## src/rtl/sad_accum_pkg.sv

```systemverilog
// sad_accum_pkg: shared FSM state encoding and counter-width helper for the SAD engine
package sad_accum_pkg;
  typedef enum logic [1:0] {IDLE = 2'd0, ACCUM = 2'd1, DONE = 2'd2} state_t;
  function automatic int cnt_w(input int npairs);
    return $clog2(npairs + 1);
  endfunction
endpackage

```

## src/rtl/sad_accum_4b_dpath.sv

```systemverilog
// sad_accum_4b_dpath: |a-b| datapath and sum register; SAD_ACCUM_SATURATE_EN selects saturating add with ovf
module sad_accum_4b_dpath #(
  parameter int SUM_NBITS = 8
) (
  input  logic                 clk,
  input  logic                 rst,
  input  logic [3:0]           a,
  input  logic [3:0]           b,
  input  logic                 clr,
  input  logic                 load,
  input  logic                 acc,
`ifdef SAD_ACCUM_SATURATE_EN
  output logic                 ovf,
`endif
  output logic [SUM_NBITS-1:0] sum
);
  logic [3:0]           ad;
  logic [SUM_NBITS-1:0] ext;
  logic [SUM_NBITS-1:0] nxt;
  assign ad  = (a > b) ? a - b : b - a;
  assign ext = SUM_NBITS'(ad);
`ifdef SAD_ACCUM_SATURATE_EN
  logic [SUM_NBITS:0] wide;
  assign wide = {1'b0, sum} + {1'b0, ext};
  assign nxt  = wide[SUM_NBITS] ? '1 : wide[SUM_NBITS-1:0];
  // Sticky overflow flag for the current frame; the first pair never saturates
  always_ff @(posedge clk or posedge rst)
    if (rst) ovf <= 1'b0;
    else if (clr || load) ovf <= 1'b0;
    else if (acc) ovf <= ovf | wide[SUM_NBITS];
`else
  assign nxt = sum + ext;
`endif
  // Sum register: clear on result consumption, load on first pair, accumulate after
  always_ff @(posedge clk or posedge rst)
    if (rst) sum <= '0;
    else if (clr) sum <= '0;
    else if (load) sum <= ext;
    else if (acc) sum <= nxt;
endmodule

```

## src/rtl/sad_accum_4b.sv

```systemverilog
// sad_accum_4b: sequential SAD engine over NPAIRS operand pairs; optional SAD_ACCUM_SATURATE_EN adds saturation and ovf
module sad_accum_4b
  import sad_accum_pkg::*;
#(
  parameter int NPAIRS    = 4,
  parameter int SUM_NBITS = 8
) (
  input  logic                 clk,
  input  logic                 rst,
  input  logic                 in_val,
  output logic                 in_rdy,
  input  logic [3:0]           in0,
  input  logic [3:0]           in1,
  output logic                 out_val,
  input  logic                 out_rdy,
`ifdef SAD_ACCUM_SATURATE_EN
  output logic                 ovf,
`endif
  output logic [SUM_NBITS-1:0] out_sum
);
  localparam int CW = cnt_w(NPAIRS);
  localparam logic [CW-1:0] LAST = CW'(NPAIRS - 1);
  state_t        state, nxt;
  logic [CW-1:0] count;
  logic          load, acc, clr;
  assign load = in_val && in_rdy && state == IDLE;
  assign acc  = in_val && in_rdy && state == ACCUM;
  assign clr  = out_val && out_rdy;
  // State register
  always_ff @(posedge clk or posedge rst)
    if (rst) state <= IDLE;
    else state <= nxt;
  // Next state and Moore handshake outputs; unused encoding falls back to IDLE
  always_comb begin
    nxt     = (state == ACCUM || state == DONE) ? state : IDLE;
    in_rdy  = state != DONE;
    out_val = state == DONE;
    if (load) nxt = (NPAIRS == 1) ? DONE : ACCUM;
    if (acc && count == LAST) nxt = DONE;
    if (clr) nxt = IDLE;
  end
  // Pairs accepted so far in this frame
  always_ff @(posedge clk or posedge rst)
    if (rst) count <= '0;
    else if (clr) count <= '0;
    else if (load) count <= CW'(1);
    else if (acc) count <= count + CW'(1);
  sad_accum_4b_dpath #(.SUM_NBITS(SUM_NBITS)) u_dpath (
    .clk  (clk),
    .rst  (rst),
    .a    (in0),
    .b    (in1),
    .clr  (clr),
    .load (load),
    .acc  (acc),
`ifdef SAD_ACCUM_SATURATE_EN
    .ovf  (ovf),
`endif
    .sum  (out_sum)
  );
endmodule

```

## config.mk

```make
export PLATFORM = sky130hd
export DESIGN_NAME = sad_accum_4b
export DESIGN_NICKNAME = d
export VERILOG_FILES = /design/src/rtl/sad_accum_pkg.sv /design/src/rtl/sad_accum_4b_dpath.sv /design/src/rtl/sad_accum_4b.sv
export SDC_FILE = /design/constraint.sdc
export NUM_CORES = 1
export LEC_CHECK = 0
export CAP_MARGIN = 20
export CORE_UTILIZATION = 51
export DETAILED_ROUTE_END_ITERATION = 6
export GPL_ROUTABILITY_DRIVEN = 0
export PLACE_DENSITY = 0.78
export SYNTH_ARGS = -nofsm -noshare
export SYNTH_HDL_FRONTEND = slang
export SYNTH_SLANG_ARGS = --single-unit
```

## constraint.sdc

```tcl
create_clock -name clk -period 2.1 [get_ports clk]
set_clock_uncertainty 0.1 [all_clocks]
set_input_delay 0.42 -clock clk [delete_from_list [all_inputs] [get_ports clk]]
set_output_delay 0.42 -clock clk [all_outputs]
set_load 0.1 [all_outputs]
```

==> flow_metrics.tcl <==
set metrics [dict create \
    synth-edff-count 0 \
    hold_slack_ns 0.3456 \
    netlist_area_mm2 0.001162 \
    drive_above_1_share_pct 40.34 \
    clkTransAtPathRegs_ns 0.09 \
    grt_pass1_vias 1230 \
    root_buffer "clkbuf_4" \
    seq_area_frac_synth_pct 27.99 \
    outcome "finished with violations" \
    drc 0 \
    rr_endpoint "u_dpath.sum[5]$_DFFE_PP0P_" \
    synth_fp_nets 160 \
    power.share.clock_pct 7.4 \
    max_cap_violations 0 \
    fillerInstances 101 \
    finalSetupViolations 7 \
    crit_required_ns 2.22 \
    die-area_mm2 0.002474 \
    cp.arrival_ns 3.16 \
    internal_power_mw 1.089 \
    synth_ff_type "dfrtp_1" \
    dp.cells 195 \
    stdcell_count 203 \
    final_util_pct 87.81 \
    routed-via-count 1190 \
    worstMarginPinSlew_ns 0.5316 \
    antenna_left 0 \
    diodes 0 \
    die_width_um 49.74 \
    power_mw 2.265 \
    yosysUniqueCellTypes 35 \
    max_freq_mhz 328.8 \
    place_area_mm2 0.001640 \
    worstReg2RegStart "u_dpath.sum[1]$_DFFE_PP0P_" \
    drtPass1Iterations 4 \
    crit_path_end_kind "register" \
    ios 22 \
    hold_viol 0 \
    cp_max_fo 4 \
    fin_crit_ns 3.041 \
    power_leakage_nw 0.8312 \
    clock_sinks 13 \
    yosysWarnings 0 \
    rsz0062_at_grt "true" \
    post-route-cell-area_mm2 0.001793 \
    grt_max_degree 14 \
    core_mm2 0.002042 \
    fin_nets 208 \
    worstSetupStartpointType "input pin" \
    start_util_pct 56.92 \
    cts.path.max_buffers 2 \
    cts_tree "done" \
    path_class "input pin to register" \
    io_buffers 21 \
    dp_hpwl_mm 2.268 \
    ff2ff_path_depth 6 \
    wl_per_cell_um 17.99 \
    hold_class "input pin to asynchronous set/reset pin" \
    row_count 16 \
    period_share_pct 144.8 \
    drt_iter0_drc 52 \
    r2r_slack_ns 0.20 \
    syn_area_per_cell_um2 9.011 \
    comb_power_share_pct 73.0 \
    ir_drop_mv 1.113 \
    syn_inst 129 \
    p_seq_share_pct 19.6 \
    ys_seq_elements 13 \
    clk_latency_ns 0.30 \
    async_flop_share_pct 100.0 \
    antenna_found_initial 0 \
    pre_cts_ws_ns -1.697 \
    overflow 0 \
    routed_wl_mm 3.652 \
    violations "setup timing" \
    numCtsBuffers 3 \
    area_growth_syn_to_layout_pct 54.25 \
    via_per_inst 5.862 \
    grt_pass1_wl_mm 5.796 \
    htreeDepth 1 \
    grt_usage_pct 31.34 \
    sw_frac_of_total_pct 51.92 \
    powerDensity_mw_per_mm2 1263 \
    timing.slew.headroom_pct 64.52 \
    fin_tns_setup_ns -5.887 \
    netSwitchingPower_mw 1.176 \
    die_h_um 49.74 \
    setup_slack_ns -0.9411 \
    slew_viol_final 0 \
]
==> power by group through the flow <==
stage | clock network [mW] | registers (mW) | logic (mW)
2_1_floorplan | 0 | 0.750 | 0.633
3_3_place_gp | 0 | 0.428 | 1.35
3_5_place_dp | 0 | 0.438 | 1.38
4_1_cts | 0.162 | 0.436 | 1.46
5_1_grt | 0.172 | 0.452 | 1.75
6_report | 0.168 | 0.444 | 1.65
==> state kept, by name (all words and copies together) (netlist names) <==
signal and cells:
count 3, state 2, u_dpath.sum 8
==> repair_timing <==
item	in CTS	in global routing
buffers inserted	3	1
gates resized for setup	31	7
endpoints found under the setup margin	7	7
gates cloned	0	0
hold buffers	0	0
pin swaps	15	6
==> logic make-up (layout without fill, tap and decap cells) <==
logic type,after synthesis,in the layout,synth area share [%]
adders and majority gates,19,19,22.39
DFF,13,13,27.99
buffers and inverters,23,70,8.181
muxes,6,6,5.920
xor gates and xnor gates,4,4,3.014
and+or+nand+nor,26,26,10.66
AOI/OAI and AO/OA,38,38,21.85
==> area by class of cell <==
| type | instances | area [µm²] | share of cell area, % |
|---|---|---|---|
| multi-input combinational | 93 | 894.6 | 49.90 |
| timing repair buffer | 45 | 417.9 | 23.31 |
| sequential | 13 | 325.3 | 18.14 |
| inverter | 21 | 95.09 | 5.304 |
| tap | 27 | 33.78 | 1.884 |
| clock buffer | 4 | 26.28 | 1.465 |
==> worst max-delay path by stage <==
stage                       from                    endpoint  slack, ns  depth (start not counted)
after floorplan           in0[0]  u_dpath.sum[5]$_DFFE_PP0P_      -0.90                         14
after global placement    in0[0]  u_dpath.sum[7]$_DFFE_PP0P_      -1.59                         15
after detailed placement  in0[0]  u_dpath.sum[5]$_DFFE_PP0P_      -1.70                         15
after CTS                 in0[0]  u_dpath.sum[5]$_DFFE_PP0P_      -0.88                         15
after global routing      in0[1]  u_dpath.sum[5]$_DFFE_PP0P_      -1.02                         12
final                     in1[1]  u_dpath.sum[5]$_DFFE_PP0P_      -0.94                         12
==> cells in the mapped netlist (2+ instances only) <==
master   count  area [µm²]
fa_1         3       60.06
o21ai_0      7       35.03
or3_1        2       12.51
a31oi_1      2       12.51
nor2b_1      2       12.51
ha_1        16       200.2
mux2i_1      2       20.02
dfrtp_1     13       325.3
inv_1       21       78.83
a32o_1       2       20.02
a21o_1       2       15.01
nand2_1     11       41.29
mux2_2       3       33.78
o21a_1       3       22.52
xnor2_1      4       35.03
nor2_1       5       18.77
a21oi_1     12       60.06
nand3_1      2       10.01
==> layout by cell type (no fill, tap or decap), types with 3 or more instances in the layout <==
cell             netlist  final
xnor2_1                4      4
clkdlybuf4s50_1        0      5
dlygate4sd2_1          0      3
nand2_1               11     11
inv_1                 21     15
ha_1                  16      9
nor2_1                 5      4
o21ai_0                7      6
dfrtp_1               13     13
buf_12                 0      5
a21oi_1               12      7
clkbuf_4               0      3
inv_2                  0      4
a21oi_2                1      4
ha_4                   0      6
o21a_1                 3      3
buf_4                  0     30
==> layer usage <==
layer	part of all wire, %	vias up	GRT usage, %
li1	-	541	-
met1	43	569	40.58
met2	47	61	54.05
met3	5.3	19	5.864
met4	4.2	0	6.190
met5	0	-	0
==> critical path: stages <==
cell and delay [ns]:
clkdlybuf4s15_2 0.20, buf_4 0.15, ha_1 0.35, nand2_1 0.13
o21ai_0 0.36, mux2i_1 0.14, mux2_2 0.34, ha_4 0.32
inv_1 0.06, o21a_1 0.20, or3_1 0.36, a21oi_1 0.14
Note: power is estimated with default switching activity, not from simulation.
==> patch 1: new RTL, config.mk and constraints unchanged <==
Change the parameter `NPAIRS` from 4 to 5.
--- a/src/rtl/sad_accum_4b.sv
+++ b/src/rtl/sad_accum_4b.sv
@@ -4,3 +4,3 @@
 #(
-  parameter int NPAIRS    = 4,
+  parameter int NPAIRS    = 5,
   parameter int SUM_NBITS = 8
Formal check against the unedited RTL: not equivalent (a bounded check fails within 10 cycles, from zero or initial values and one cycle with rst high).
==> patch 1 against the unedited design <==
- setup slack got worse by 18 ps
- wire length shrank 5.7%
- design area increased by 2.0%
- area after synthesis increased by 3.2%
- sequential share of layout area fell by 0.36 points
- sequential cell count did not move
- total power shrank 0.63%
- the flow still finishes with violations (negative setup slack)
==> patch 1: results <==
run_status:
  status: "finished with violations"
  violations: "negative setup slack"
setup_path:
  arrival_ps: 3130
  crit_fanout: 3
clock_tree:
  cts_root_buf: "clkbuf_4"
  postCtsHoldBufs: 0
  cts.clk_slew.worst_paths_ps: 80
  clock_path_buffers: 2
  clk_latency_ps: 280
detailed_routing:
  drtIter0Drc: 19
  finalWirelength_um: 3440
  viasPerCell: 5.79
synthesis:
  ys_async_sr_fraction_pct: 100
  synth_cell_types: 35
  yosys-top-cells-count: "21 x inv_1, 16 x ha_1, 15 x nand2_1"
  ys_seq_area_share_pct: 27.1
  netlist_instances: 136
  synth_area_leaders: "dfrtp_1 27%, ha_1 17%, inv_1 6.6%"
  syn-num-nets: 167
final_layout:
  largestRegisters: "u_dpath.sum (8), count (3), state (2)"
  n_fill_cell: 143
  fin_cells: 209
  nets: 213
  drive_gt1_share_pct: 41.4
  antenna_cells: 0
sta:
  setup-violations-final: 7
  setup_slack_ps: -959
  finalSetupTns_ps: -5800
  worst_pin_slew_ps: 520
place:
  place_ws_ps: -1690
  postPlaceCellArea_sq_mm: 0.00167
  post-dp-hpwl_um: 2260
  place_inst: 199
power:
  power_leakage_nw: 0.860
  vdd_drop_max_mv: 1.03
global_routing:
  grt_pass1_wl_um: 5300
  track_usage_pct: 28.2
worst_hold_path:
  hold_class: "primary input to asynchronous set/reset pin"
-- patch 1: changes by cell type in the layout (fill, tap and decap cells not counted), moves of 3 or more --
cell and delta:
buf_4 -4, nand2_1 +4, o21ai_0 -3, o21ai_1 +3
-- patch 1: through the flow --
stage / utilization (%) / power (mW) / hold slack (ps)
finish: 82.7 / 2.25 / 372
CTS: 79.8 / 2.06 / 389
floorplan: - / 1.39 / 197
detailed placement: 75.4 / 1.80 / 406
global route: 82.7 / 2.37 / 420
global placement: 75.4 / 1.77 / 394
-- patch 1: layout make-up --
class / instances / area (sq um) / area share, %
Inverter: 21 / 95.1 / 5.20
Multi-Input combinational cell: 100 / 935 / 51.1
Tap cell: 28 / 35.0 / 1.92
Timing Repair Buffer: 43 / 413 / 22.6
Sequential cell: 13 / 325 / 17.8
Clock buffer: 4 / 26.3 / 1.44
-- patch 1: repair_timing --
action	CTS	global route
setup endpoints to repair	7	7
gates resized for setup	27	13
hold endpoints to repair	0	0
buffers inserted	5	1
pin swaps	14	8
-- patch 1: cells by family after synthesis --
logic type               count (synthesis)  synth area share (%)
multiplexers                             6                  5.73
AO/OA/AOI/OAI                           35                  19.9
adder cells (fa/ha/maj)                 19                  21.7
AND/OR/NAND/NOR                         35                  14.1
flip-flops                              13                  27.1
buffers and inverters                   23                  7.82
XOR/XNOR                                 5                  3.65
-- patch 1: final timing paths --
kind	start	depth (start not counted)	endpoint	slack, ps
max in group asynchronous	rst	2	count[0]	1180
hold reg to reg	count[2]	1	state[0]	410
setup reg to reg	u_dpath.sum[0]	8	u_dpath.sum[3]	130
hold / removal	rst	2	u_dpath.sum[7]	370
setup / recovery	in0[0]	16	u_dpath.sum[3]	-960
min in group clk	count[2]	1	state[0]	410
-- patch 1: worst max-delay path, cell delays in order --
cell,delay (ps)
buf_12,110
inv_12,40
ha_4,120
inv_2,40
fa_2,360
a21o_4,220
a21oi_4,160
a41o_1,150
mux2_4,330
ha_4,240
a21o_1,160
a21oi_2,170
buf_4,150
xnor2_2,50
a32o_2,250
a21o_1,150
-- patch 1: power breakdown --
part           switching (mW)  internal [mW]  leakage [nW]
registers               0.106          0.335         0.168
clock network          0.0832         0.0737        0.0150
logic                   0.954          0.698         0.677
total                    1.14           1.11         0.860
-- patch 1: per-layer routing --
metal | global-route usage [%] | routed length (um)
met5 | 0 | 0
met4 | 8.33 | 159
met3 | 8.79 | 224
met2 | 48.0 | 1680
met1 | 33.9 | 1380
==> patch 2: new RTL, same flow settings <==
Without the edit above. One comparison of `count` changes from == to >=.
--- a/src/rtl/sad_accum_4b.sv
+++ b/src/rtl/sad_accum_4b.sv
@@ -38,3 +38,3 @@
     if (load) nxt = (NPAIRS == 1) ? DONE : ACCUM;
-    if (acc && count == LAST) nxt = DONE;
+    if (acc && count >= LAST) nxt = DONE;
     if (clr) nxt = IDLE;
Behaviour: same outputs for any inputs over 10 cycles, from zero or initial values and one cycle with rst high; that may be too few to reach the edited logic, so the function may still have changed.
==> patch 2 against the unedited design <==
- the run still ends with negative setup slack left
- area after synthesis is 3.9% lower
- clock power is 4% higher
- setup slack better by 40 ps
- sequential cell count stayed put
- sequential share of layout area is 0.20 points higher
- total power is 3.5% higher
- wire length is 2.2% higher
- design area is 1.1% lower
- critical path type unchanged
- critical endpoint is now u_dpath.sum[7]
==> patch 2: results <==
run_status:
  status: "finished with violations"
  violations: "negative setup slack"
final_layout:
  buffers: 50
  drive_gt1_share_pct: 44.8
  clk_share_pct: 1.55
  nets: 206
  fin_cells: 201
  n_fill_cell: 89
detailed_routing:
  wl_met2_um: 1850
setup_path:
  worstReg2RegStart: "u_dpath.sum[0]"
  rrSetupSlack_ps: -10
  crit_fanout: 3
  rr_worst_depth: 8
  rr_endpoint: "u_dpath.sum[6]"
synthesis:
  muxShareOfSynthArea_pct: 3.58
  synth_area_leaders: "dfrtp_1 29%, ha_1 18%, inv_1 6.7%"
  syn_area_per_cell_sq_um: 9.16
  synth_cell_types: 33
  syn-num-nets: 153
  yosys-top-cells-count: "20 x inv_1, 16 x ha_1, 13 x dfrtp_1, 13 x nand2_1, 7 x a21oi_1"
  synth_fa_ha_area_share_pct: 23.3
global_routing:
  grt_pass1_vias: 1195
  track_usage_pct: 30.4
  use_met1_pct: 38.9
  use_met2_pct: 51.2
place:
  place_ws_ps: -1650
  place_inst: 186
power:
  vdd_drop_max_mv: 1.09
  power_leakage_nw: 0.822
  comb-power_mw: 1.75
clock_tree:
  cts_resized: 39
sta:
  slew_headroom_pct: 65.9
  setup_slack_ps: -902
  setup-violations-final: 7
  finalSetupTns_ps: -4990
==> patch 2: cell types whose count changed after synthesis, sizes merged, moves of 3 or more <==
cell	before	now
mux2	4	0
a211oi	1	6
a21oi	13	7
nor3	0	3
o21a	3	0
==> patch 2: logic make-up after synthesis <==
| logic type | after synthesis |
|---|---|
| and+or+nand+nor | 31 |
| DFF | 13 |
| muxes | 4 |
| buffers and inverters | 22 |
| AOI/OAI and AO/OA | 29 |
| adders and majority gates | 19 |
| xor gates and xnor gates | 4 |
==> patch 2: worst max-delay path by stage <==
stage / startpoint / endpoint / slack (ps) / cells past startpoint
2_1_floorplan: in0[0] / u_dpath.sum[7] / -930 / 14
3_3_place_gp: in0[0] / u_dpath.sum[7] / -1560 / 15
3_5_place_dp: in0[0] / u_dpath.sum[7] / -1650 / 15
4_1_cts: in0[0] / u_dpath.sum[7] / -780 / 15
5_1_grt: in0[0] / u_dpath.sum[7] / -970 / 15
6_report: in0[0] / u_dpath.sum[7] / -900 / 15
